$ cat config.mk
export PLATFORM = sky130hd
export DESIGN_NAME = battle_director_flat
export DESIGN_NICKNAME = d
export VERILOG_FILES = /design/src/rtl/battle_director_if.sv /design/src/rtl/battle_director.sv /design/src/flat_wrapper.sv
export SDC_FILE = /design/constraint.sdc
export NUM_CORES = 1
export LEC_CHECK = 0
export CAP_MARGIN = 15
export CORE_MARGIN = 5
export CORE_UTILIZATION = 39
export CTS_BUF_LIST = sky130_fd_sc_hd__clkbuf_16
export DETAILED_ROUTE_END_ITERATION = 10
export MAX_ROUTING_LAYER = met4
export PLACE_DENSITY = 0.76
export SYNTH_ARGS = -nofsm -noshare
export SYNTH_HDL_FRONTEND = slang
export SYNTH_SLANG_ARGS = --single-unit
$ cat constraint.sdc
create_clock -name Clk -period 2.19 [get_ports Clk]
set_input_delay 0.3285 -clock Clk [delete_from_list [all_inputs] [get_ports Clk]]
set_output_delay 0.3285 -clock Clk [all_outputs]
set_load 0.1 [all_outputs]
$ cat src/rtl/battle_director_if.sv
// Purpose : bundles every non-clock/reset signal of battle_director into one bus.
// Latency : none; this file holds wires only.
// Backpressure: none; keycode is level-valued and end_battle is a one-cycle pulse.
// Signals:
//   keycode    [7:0]      current USB keycode (8'h00 = no key)
//   end_battle            one-cycle completion pulse from the battle engine
//   result                battle outcome while end_battle=1 (1=win)
//   is_battle             battle request/hold (registered)
//   team       [2:0][2:0] selected species ids, slot 0 leads (registered)
//   cursor     [2:0]      highlighted species id
//   sel_count  [1:0]      filled slots (0..3)
//   screen     [2:0]      0=Title 1=Select 2=Confirm 3=Battle 4=Win 5=Lose
//   wins       [7:0]      total wins, saturating
//   streak     [7:0]      consecutive wins, saturating
interface battle_director_if;
    logic [7:0]      keycode;
    logic            end_battle;
    logic            result;
    logic            is_battle;
    logic [2:0][2:0] team;
    logic [2:0]      cursor;
    logic [1:0]      sel_count;
    logic [2:0]      screen;
    logic [7:0]      wins;
    logic [7:0]      streak;

    // Environment side: keyboard and battle engine.
    modport master (
        output keycode, end_battle, result,
        input  is_battle, team, cursor, sel_count, screen, wins, streak
    );

    // Director side.
    modport slave (
        input  keycode, end_battle, result,
        output is_battle, team, cursor, sel_count, screen, wins, streak
    );
endinterface

$ cat src/rtl/battle_director.sv
// Purpose : game-level controller: title, 3-pick team menu, battle handshake, win/lose stats.
// Latency : is_battle rises 2 edges after the Confirm ENTER event, falls 1 edge after end_battle.
// Backpressure: none; keys act only on new-press events, end_battle only counts in InBattle.
// Ports:
//   Clk    system clock
//   Reset  synchronous active-low reset
//   bus    battle_director_if.slave (keycode/end_battle/result in, menu and stats out)
module battle_director #(
    parameter int NUM_MON = 6
) (
    input  logic                Clk,
    input  logic                Reset,
    battle_director_if.slave    bus
);

    localparam logic [7:0] KEY_W     = 8'h1A;
    localparam logic [7:0] KEY_A     = 8'h04;
    localparam logic [7:0] KEY_S     = 8'h16;
    localparam logic [7:0] KEY_D     = 8'h07;
    localparam logic [7:0] KEY_ENTER = 8'h28;
    localparam logic [2:0] EMPTY     = 3'b111;
    localparam logic [2:0] LAST_ID   = 3'(NUM_MON - 1);

    typedef enum logic [2:0] {
        ST_TITLE    = 3'd0,
        ST_SELECT   = 3'd1,
        ST_CONFIRM  = 3'd2,
        ST_START    = 3'd3,
        ST_INBATTLE = 3'd4,
        ST_WIN      = 3'd5,
        ST_LOSE     = 3'd6
    } state_t;

    state_t          state_q, state_d;
    logic [7:0]      prev_key_q;
    logic            is_battle_q, is_battle_d;
    logic [2:0][2:0] team_q, team_d;
    logic [2:0]      cursor_q, cursor_d;
    logic [1:0]      sel_count_q, sel_count_d;
    logic [7:0]      wins_q, wins_d;
    logic [7:0]      streak_q, streak_d;

    logic key_ev;
    logic ev_a, ev_d, ev_s, ev_enter;
    logic dup;

    // A held key produces one event only: it must differ from last cycle's code.
    assign key_ev   = (bus.keycode != 8'h00) && (bus.keycode != prev_key_q);
    assign ev_a     = key_ev && (bus.keycode == KEY_A);
    assign ev_d     = key_ev && (bus.keycode == KEY_D);
    assign ev_s     = key_ev && (bus.keycode == KEY_S);
    assign ev_enter = key_ev && (bus.keycode == KEY_ENTER);

    // Species may appear only once in the team; only filled slots are compared.
    always_comb begin
        dup = 1'b0;
        for (int i = 0; i < 3; i++) begin
            if ((2'(i) < sel_count_q) && (team_q[i] == cursor_q)) begin
                dup = 1'b1;
            end
        end
    end

    always_comb begin
        state_d     = state_q;
        is_battle_d = is_battle_q;
        team_d      = team_q;
        cursor_d    = cursor_q;
        sel_count_d = sel_count_q;
        wins_d      = wins_q;
        streak_d    = streak_q;

        case (state_q)
            ST_TITLE: begin
                if (ev_enter) begin
                    state_d     = ST_SELECT;
                    cursor_d    = 3'd0;
                    sel_count_d = 2'd0;
                    team_d      = {3{EMPTY}};
                end
            end
            ST_SELECT: begin
                if (ev_d) begin
                    cursor_d = (cursor_q == LAST_ID) ? 3'd0 : cursor_q + 3'd1;
                end else if (ev_a) begin
                    cursor_d = (cursor_q == 3'd0) ? LAST_ID : cursor_q - 3'd1;
                end else if (ev_enter) begin
                    if (!dup) begin
                        team_d[sel_count_q] = cursor_q;
                        sel_count_d         = sel_count_q + 2'd1;
                        if (sel_count_q == 2'd2) begin
                            state_d = ST_CONFIRM;
                        end
                    end
                end else if (ev_s) begin
                    if (sel_count_q != 2'd0) begin
                        team_d[sel_count_q - 2'd1] = EMPTY;
                        sel_count_d                = sel_count_q - 2'd1;
                    end else begin
                        state_d = ST_TITLE;
                    end
                end
            end
            ST_CONFIRM: begin
                if (ev_enter) begin
                    state_d = ST_START;
                end else if (ev_s) begin
                    team_d[2]   = EMPTY;
                    sel_count_d = 2'd2;
                    state_d     = ST_SELECT;
                end
            end
            ST_START: begin
                // Team is frozen from here until is_battle drops.
                is_battle_d = 1'b1;
                state_d     = ST_INBATTLE;
            end
            ST_INBATTLE: begin
                // Keys belong to the engine now; only end_battle matters.
                if (bus.end_battle) begin
                    is_battle_d = 1'b0;
                    if (bus.result) begin
                        state_d  = ST_WIN;
                        wins_d   = (wins_q == 8'hFF) ? wins_q : wins_q + 8'd1;
                        streak_d = (streak_q == 8'hFF) ? streak_q : streak_q + 8'd1;
                    end else begin
                        state_d  = ST_LOSE;
                        streak_d = 8'd0;
                    end
                end
            end
            ST_WIN, ST_LOSE: begin
                if (ev_enter) begin
                    state_d = ST_TITLE;
                end
            end
            default: begin
                state_d = ST_TITLE;
            end
        endcase
    end

    always_ff @(posedge Clk) begin
        if (!Reset) begin
            state_q     <= ST_TITLE;
            prev_key_q  <= 8'h00;
            is_battle_q <= 1'b0;
            team_q      <= {3{EMPTY}};
            cursor_q    <= 3'd0;
            sel_count_q <= 2'd0;
            wins_q      <= 8'd0;
            streak_q    <= 8'd0;
        end else begin
            state_q     <= state_d;
            prev_key_q  <= bus.keycode;
            is_battle_q <= is_battle_d;
            team_q      <= team_d;
            cursor_q    <= cursor_d;
            sel_count_q <= sel_count_d;
            wins_q      <= wins_d;
            streak_q    <= streak_d;
        end
    end

    // Start and InBattle both show the battle screen.
    always_comb begin
        case (state_q)
            ST_TITLE:    bus.screen = 3'd0;
            ST_SELECT:   bus.screen = 3'd1;
            ST_CONFIRM:  bus.screen = 3'd2;
            ST_START:    bus.screen = 3'd3;
            ST_INBATTLE: bus.screen = 3'd3;
            ST_WIN:      bus.screen = 3'd4;
            ST_LOSE:     bus.screen = 3'd5;
            default:     bus.screen = 3'd0;
        endcase
    end

    assign bus.is_battle = is_battle_q;
    assign bus.team      = team_q;
    assign bus.cursor    = cursor_q;
    assign bus.sel_count = sel_count_q;
    assign bus.wins      = wins_q;
    assign bus.streak    = streak_q;

endmodule

$ cat src/flat_wrapper.sv
// flat-port wrapper written by rule: the top's interface ports become plain ports
module battle_director_flat 
#(
    parameter int NUM_MON = 6
)
  (Clk, Reset, bus_keycode, bus_end_battle, bus_result, bus_is_battle, bus_team, bus_cursor, bus_sel_count, bus_screen, bus_wins, bus_streak);
  battle_director_if bus_i ();
  input  logic Clk;
  input  logic Reset;
  input wire logic [$bits(bus_i.keycode)-1:0] bus_keycode;
  input wire logic [$bits(bus_i.end_battle)-1:0] bus_end_battle;
  input wire logic [$bits(bus_i.result)-1:0] bus_result;
  output wire logic [$bits(bus_i.is_battle)-1:0] bus_is_battle;
  output wire logic [$bits(bus_i.team)-1:0] bus_team;
  output wire logic [$bits(bus_i.cursor)-1:0] bus_cursor;
  output wire logic [$bits(bus_i.sel_count)-1:0] bus_sel_count;
  output wire logic [$bits(bus_i.screen)-1:0] bus_screen;
  output wire logic [$bits(bus_i.wins)-1:0] bus_wins;
  output wire logic [$bits(bus_i.streak)-1:0] bus_streak;
  assign bus_i.keycode = bus_keycode;
  assign bus_i.end_battle = bus_end_battle;
  assign bus_i.result = bus_result;
  assign bus_is_battle = bus_i.is_battle;
  assign bus_team = bus_i.team;
  assign bus_cursor = bus_i.cursor;
  assign bus_sel_count = bus_i.sel_count;
  assign bus_screen = bus_i.screen;
  assign bus_wins = bus_i.wins;
  assign bus_streak = bus_i.streak;
  battle_director #(.NUM_MON(NUM_MON)) u_core (.Clk(Clk), .Reset(Reset), .bus(bus_i));
endmodule
# [Word-level counts from Yosys, hierarchy flattened]
# Index checks and enable logic that the tools add are counted.
[totals] register_bits=42 output_inout_bits=34
[op_classes] add_sub_neg=6 n_lt_le_gt_ge=7 n_eq_ne=33 mux=53 bitwise=2 reduce_logical=26
[ops] op="two-way mux 9 bit" count=7
[ops] op="two-way mux 3 bit" count=20
[ops] op="two-way mux 2 bit" count=10
[ops] op="case mux 3 bit (6 select lines)" count=1
[ops] op="adder 8 x 1 -> 8 bit, second input constant" count=2
[ops] op="equality test 8 x 3 -> 1 bit, second input constant" count=2
[ops] op="equality test 8 bit, second input constant" count=2
[ops] op="two-way mux 8 bit" count=2
[ops] op="case mux 3 bit (5 select lines)" count=1
[ops] op="demux 3 bit (select 2 bit)" count=2
[ops] op="equality test 3 bit, second input constant" count=4
[ops] op="inequality test 3 x 1 -> 1 bit, second input constant" count=4
[ops] op="case mux 6 bit (2 select lines)" count=1
[ops] op="logical AND 1 bit" count=10
[ops] op="inequality test 2 bit, second input constant" count=5
[ops] op="AND reduction 10 bit" count=1
[ops] op="bitwise mux 9 bit" count=1
[ops] op="equality test 3 bit" count=3
[ops] op="bitwise OR 9 bit" count=1
[ops] op="case mux 3 bit (3 select lines)" count=1
[ops] op="AND reduction 9 bit" count=1
[ops] op="equality test 8 x 5 -> 1 bit, second input constant" count=1
[ops] op="equality test 8 x 6 -> 1 bit, second input constant" count=1
[ops] op="inequality test 8 bit" count=1
[ops] op="other kinds (28)" count=43

# [Logic depth before layout (Yosys ltp)]
[logic_depth] word_depth=12 mapped_depth=8 mapped_depth_nobuf=8

# [Worst setup path after synthesis]
# No wires, ideal clock.
[synth_timing] kind="register -> output" start="register u_core.state_q[2]" end="output port bus_screen[2]" t_arrival_ns=2.995 required_time_ns=1.862 slack_ns=-1.133 stages_incl_launch_ff=4 path_cell_list="dfxtp_1 -> buf_2 -> clkbuf_1 -> a21boi_0"
[synth_between] elab_chain_len=3
[synth_lines] item="start: declaration" line="battle_director.sv:34" source="state_t state_q, state_d;"
[synth_lines] item="start signal: assignment" line="battle_director.sv:154" source="state_q <= state_d;"
[synth_lines] item="equality test 3 x 2 -> 1 bit or equality test 3 bit (tied branches)" line="battle_director.sv:167" source="case (state_q)"
[synth_lines] item="OR reduction 2 bit (no line)"
[synth_lines] item="case mux 3 bit (5 select lines) (*)" line="battle_director.sv:167"
[synth_lines] item="end: declaration" line="flat_wrapper.sv:17" source="output wire logic [$bits(bus_i.screen)-1:0] bus_screen;"
# Mark *: on every way between the ends. The rest lies on a longest branch, timed or not.

# [Worst setup path in the final report]
[layout_timing] start="input port bus_keycode[3]" end="register u_core.team_q (netlist bit u_core.bus.team[7])"
[layout_between] elab_chain_len=7
[layout_lines] item="start: declaration" line="flat_wrapper.sv:10" source="input wire logic [$bits(bus_i.keycode)-1:0] bus_keycode;"
[layout_lines] item="inequality test 8 bit or nonzero test 8 bit (tied branches)" line="battle_director.sv:48" source="assign key_ev = (bus.keycode != 8'h00) && (bus.keycode != prev_key_q);"
[layout_lines] item="logical AND 1 bit" line="battle_director.sv:48"
[layout_lines] item="logical AND 1 bit" line="battle_director.sv:52" source="assign ev_enter = key_ev && (bus.keycode == KEY_ENTER);"
[layout_lines] item="two-way mux 9 bit" line="battle_director.sv:87" source="end else if (ev_enter) begin"
[layout_lines] item="two-way mux 9 bit" line="battle_director.sv:85" source="end else if (ev_a) begin"
[layout_lines] item="two-way mux 9 bit" line="battle_director.sv:83" source="if (ev_d) begin"
[layout_lines] item="case mux 3 bit (3 select lines)" line="battle_director.sv:73" source="case (state_q)"
[layout_lines] item="end signal: assignment" line="battle_director.sv:148" source="team_q <= {3{EMPTY}};"
[layout_lines] item="end signal: assignment" line="battle_director.sv:157" source="team_q <= team_d;"
[layout_lines] item="end: declaration" line="battle_director.sv:37" source="logic [2:0][2:0] team_q, team_d;"
# Parallel ways exist; a longest one is shown, timed or not. The select of a mux whose other input is x is not followed.
# A chain may end at the register's enable or synchronous reset.

==> results.yml <==
synthesis:
  postSynthAreaPerCell_um2: 8.83
  yosysMostFrequentCell: "dfxtp_1"
  yosys-top-cells-area: "dfxtp_1, xnor2_1, xor2_1"
  yosysTopAreaCell: "dfxtp_1"
  yosysSeqAreaShare: 0.333
  synth_edf_count: 0
  yosys_warnings: 0
  synth_nets: 305
  synth-seq-cells: 42
  synthArstFlopShare: 0
  ys.flop_type: "dfxtp_1"
  synthesis.area_um2: 2530
  synth_top_area_frac: 0.333
  synth.distinct_cells: 65
  synthCells: 286
  synth_common_cells: "dfxtp_1, nor2_1, nand2_1"
timing:
  skew_ns: 0.00550
  fmax_mhz: 467
  tightestPinTransition_ns: 0.627
  period_needed_ns: 2.14
  setup_slack_ns: 0.0482
  finalCritPeriodShare: 0.978
  slew_viol_final: 0
  setup_viol: 0
  finalHoldViolations: 0
  rsz0062_at_grt: "no"
  max-slew-margin-rel: 0.578
global_route:
  grt_use_total: 0.166
  grt_max_degree: 15
  globalRouteOverflowTotal: 0
  antenna_found_initial: 0
  grt_pass1_vias: 2367
  grt_first_pass_wirelength_mm: 11.2
power_and_ir_drop:
  net-switching-power_mw: 0.999
  combPwrFrac: 0.385
  p_total_mw: 2.68
  sw_frac_of_total: 0.372
  clockPowerShare: 0.291
  power_density_nw_per_um2: 747
  p_int_mw: 1.68
  irDropWorstVdd_v: 0.000445
  p_leak_nw: 1.45
  seq_power_share: 0.324
floorplan:
  io_pins: 46
  start_util: 0.400
  num_rows: 29
  core_um2: 6310
  dieHeight_um: 90.5
  dieArea_um2: 8190
  die_x_um: 90.5
route:
  firstDrtPassIters: 4
  post_drt_wl_per_cell_um: 14.6
  wl_mm: 6.47
  antenna_left: 0
  vias_per_cell: 5.34
  vias: 2362
  drt_iter0_drc: 145
  drt_drc_violations_left: 0
cells_and_area:
  ff_latch_area_um2: 881
  diodes: 0
  stdcell_count: 442
  layout.nets: 383
  fillCellCount: 569
  finish.utilization: 0.569
  multi_input_area_um2: 1720
  syn_to_final_growth_pct: 42.2
  drive_gt1_frac: 0.378
clocking:
  clk_pin_slew_worst_paths_ns: 0.06
  cts_buffers: 5
  postCtsHoldBufs: 0
  cts_root_buf: "clkbuf_16"
  clk_latency_ns: 0.28
  cts.sinks: 42
  clk_path_buf_depth: 2
  tritoncts: "yes"
  h-tree-depth: 2
placed_design:
  io_buffers: 45
  place.gp.congestion: 0.888
  dpl.hpwl_mm: 4.98
  place_ws_ns: -0.426
  place_inst: 432
min_path:
  holdPathEnd: "u_core.bus.is_battle"
  whs_path_depth: 2
  min_path_type: "flip-flop to flip-flop"
  min-delay-start: "u_core.bus.is_battle"
setup_path:
  worst-endpoint-required_ns: 2.38
  critPathLaunchType: "primary input"
  rrSetupSlack_ns: 0.08
  arrival_ns: 2.33
  setup.worst_path.class: "primary input to flip-flop"
  path_max_fanout: 5
  r2r_start: "u_core.bus.cursor[0]"
  r2r-end: "u_core.bus.team[1]"
  critPathCaptureType: "flip-flop"
  r2r_cells: 8
flow_run:
  maxCapViolations: 0
outcome:
  outcome: "finished, final reports clean"
==> cells by family (layout without fill, tap and decap cells) <==
| family | count (synthesis) | after routing | synth area share |
|---|---|---|---|
| XOR/XNOR | 29 | 29 | 0.101 |
| flip-flops | 42 | 42 | 0.333 |
| AO/OA/AOI/OAI | 70 | 70 | 0.237 |
| buffers and inverters | 26 | 105 | 0.0451 |
| AND/OR/NAND/NOR | 106 | 106 | 0.226 |
| multiplexers | 6 | 6 | 0.0238 |
| adder cells (fa/ha/maj) | 7 | 7 | 0.0347 |
==> final cells by class <==
type | count | share of cell area
timing repair buffer | 82 | 0.188
multi-input combinational | 218 | 0.479
tap | 77 | 0.0268
clock inverter | 2 | 0.00209
clock buffer | 6 | 0.0418
inverter | 15 | 0.0171
sequential | 42 | 0.245
==> flip-flops by register name, summed over array words and instances, names as in the netlist <==
signal                flops
u_core.bus.wins           8
u_core.bus.team           9
u_core.bus.is_battle      1
u_core.bus.streak         8
u_core.prev_key_q         8
u_core.state_q            3
u_core.bus.cursor         3
u_core.bus.sel_count      2
==> stage by stage <==
stage	hold slack [ns]	setup TNS [ns]	instance area (um^2)
after detailed placement	0.464	-5.36	3330
after global routing	0.505	0	3590
after CTS	0.473	0	3550
final	0.472	0	3590
after floorplan	0.450	-0.188	2620
after global placement	0.458	-4.42	3330
==> critical path, stage by stage <==
cell and delay, ns:
dlygate4sd2_1 0.28, and4bb_4 0.37, and2_4 0.15, nor2_1 0.07, a211oi_4 0.33, o21bai_1 0.14, o41a_1 0.47, a22oi_1 0.20
==> timing repair <==
action / 4_1_cts / 5_1_grt
hold endpoints to repair: 0 / 0
resized for setup: 15 / 12
setup buffers: 2 / 0
endpoints found under the setup margin: 13 / 17
pin swaps: 10 / 11
==> worst max path at each step <==
stage	startpoint	endpoint	slack [ns]	cells past startpoint
global route	u_core.bus.cursor[0]	u_core.bus.team[0]	0.004	8
detailed placement	bus_keycode[1]	u_core.bus.team[7]	-0.43	8
global placement	bus_keycode[5]	u_core.state_q[1]	-0.33	9
CTS	bus_keycode[6]	u_core.bus.team[7]	0.002	8
finish	bus_keycode[3]	u_core.bus.team[7]	0.05	8
floorplan	u_core.state_q[2]	bus_screen[1]	-0.19	3
==> cells in the final DEF (no fill, tap or decap), drive strengths merged, types with 3 or more instances in the layout <==
cell type / synthesis / routed
buf: 7 / 71
dfxtp: 42 / 42
nor2: 31 / 31
nand2: 22 / 22
inv: 15 / 16
xnor2: 16 / 16
xor2: 13 / 13
a21oi: 13 / 13
o21ai: 13 / 13
nor3: 10 / 10
and2: 9 / 9
nand4: 9 / 9
nand3: 8 / 8
ha: 7 / 7
mux2i: 6 / 6
clkbuf: 4 / 6
dlygate4sd2: 0 / 5
a22oi: 4 / 4
a2bb2oi: 4 / 4
or3: 4 / 4
a31oi: 3 / 3
a32oi: 3 / 3
clkdlybuf4s50: 0 / 3
a21boi: 3 / 3
a211oi: 3 / 3
==> power groups by stage <==
stage | combinational, mW | sequential [mW] | clock [mW]
after floorplan | 0.606 | 0.976 | 0
after global placement | 0.993 | 0.879 | 0
after detailed placement | 1.00 | 0.881 | 0
after CTS | 1.02 | 0.866 | 0.789
after global routing | 1.11 | 0.876 | 0.839
final | 1.03 | 0.869 | 0.781
==> metal layers <==
metal  global-route usage  wire, um  vias up
met4               0.0521        61        0
met3               0.0375       281        7
met1                0.211      3010     1100
met2                0.262      3110       58
li1                     -         -     1197
met5                    -         0        -
Power figures use the tool's default switching activity.
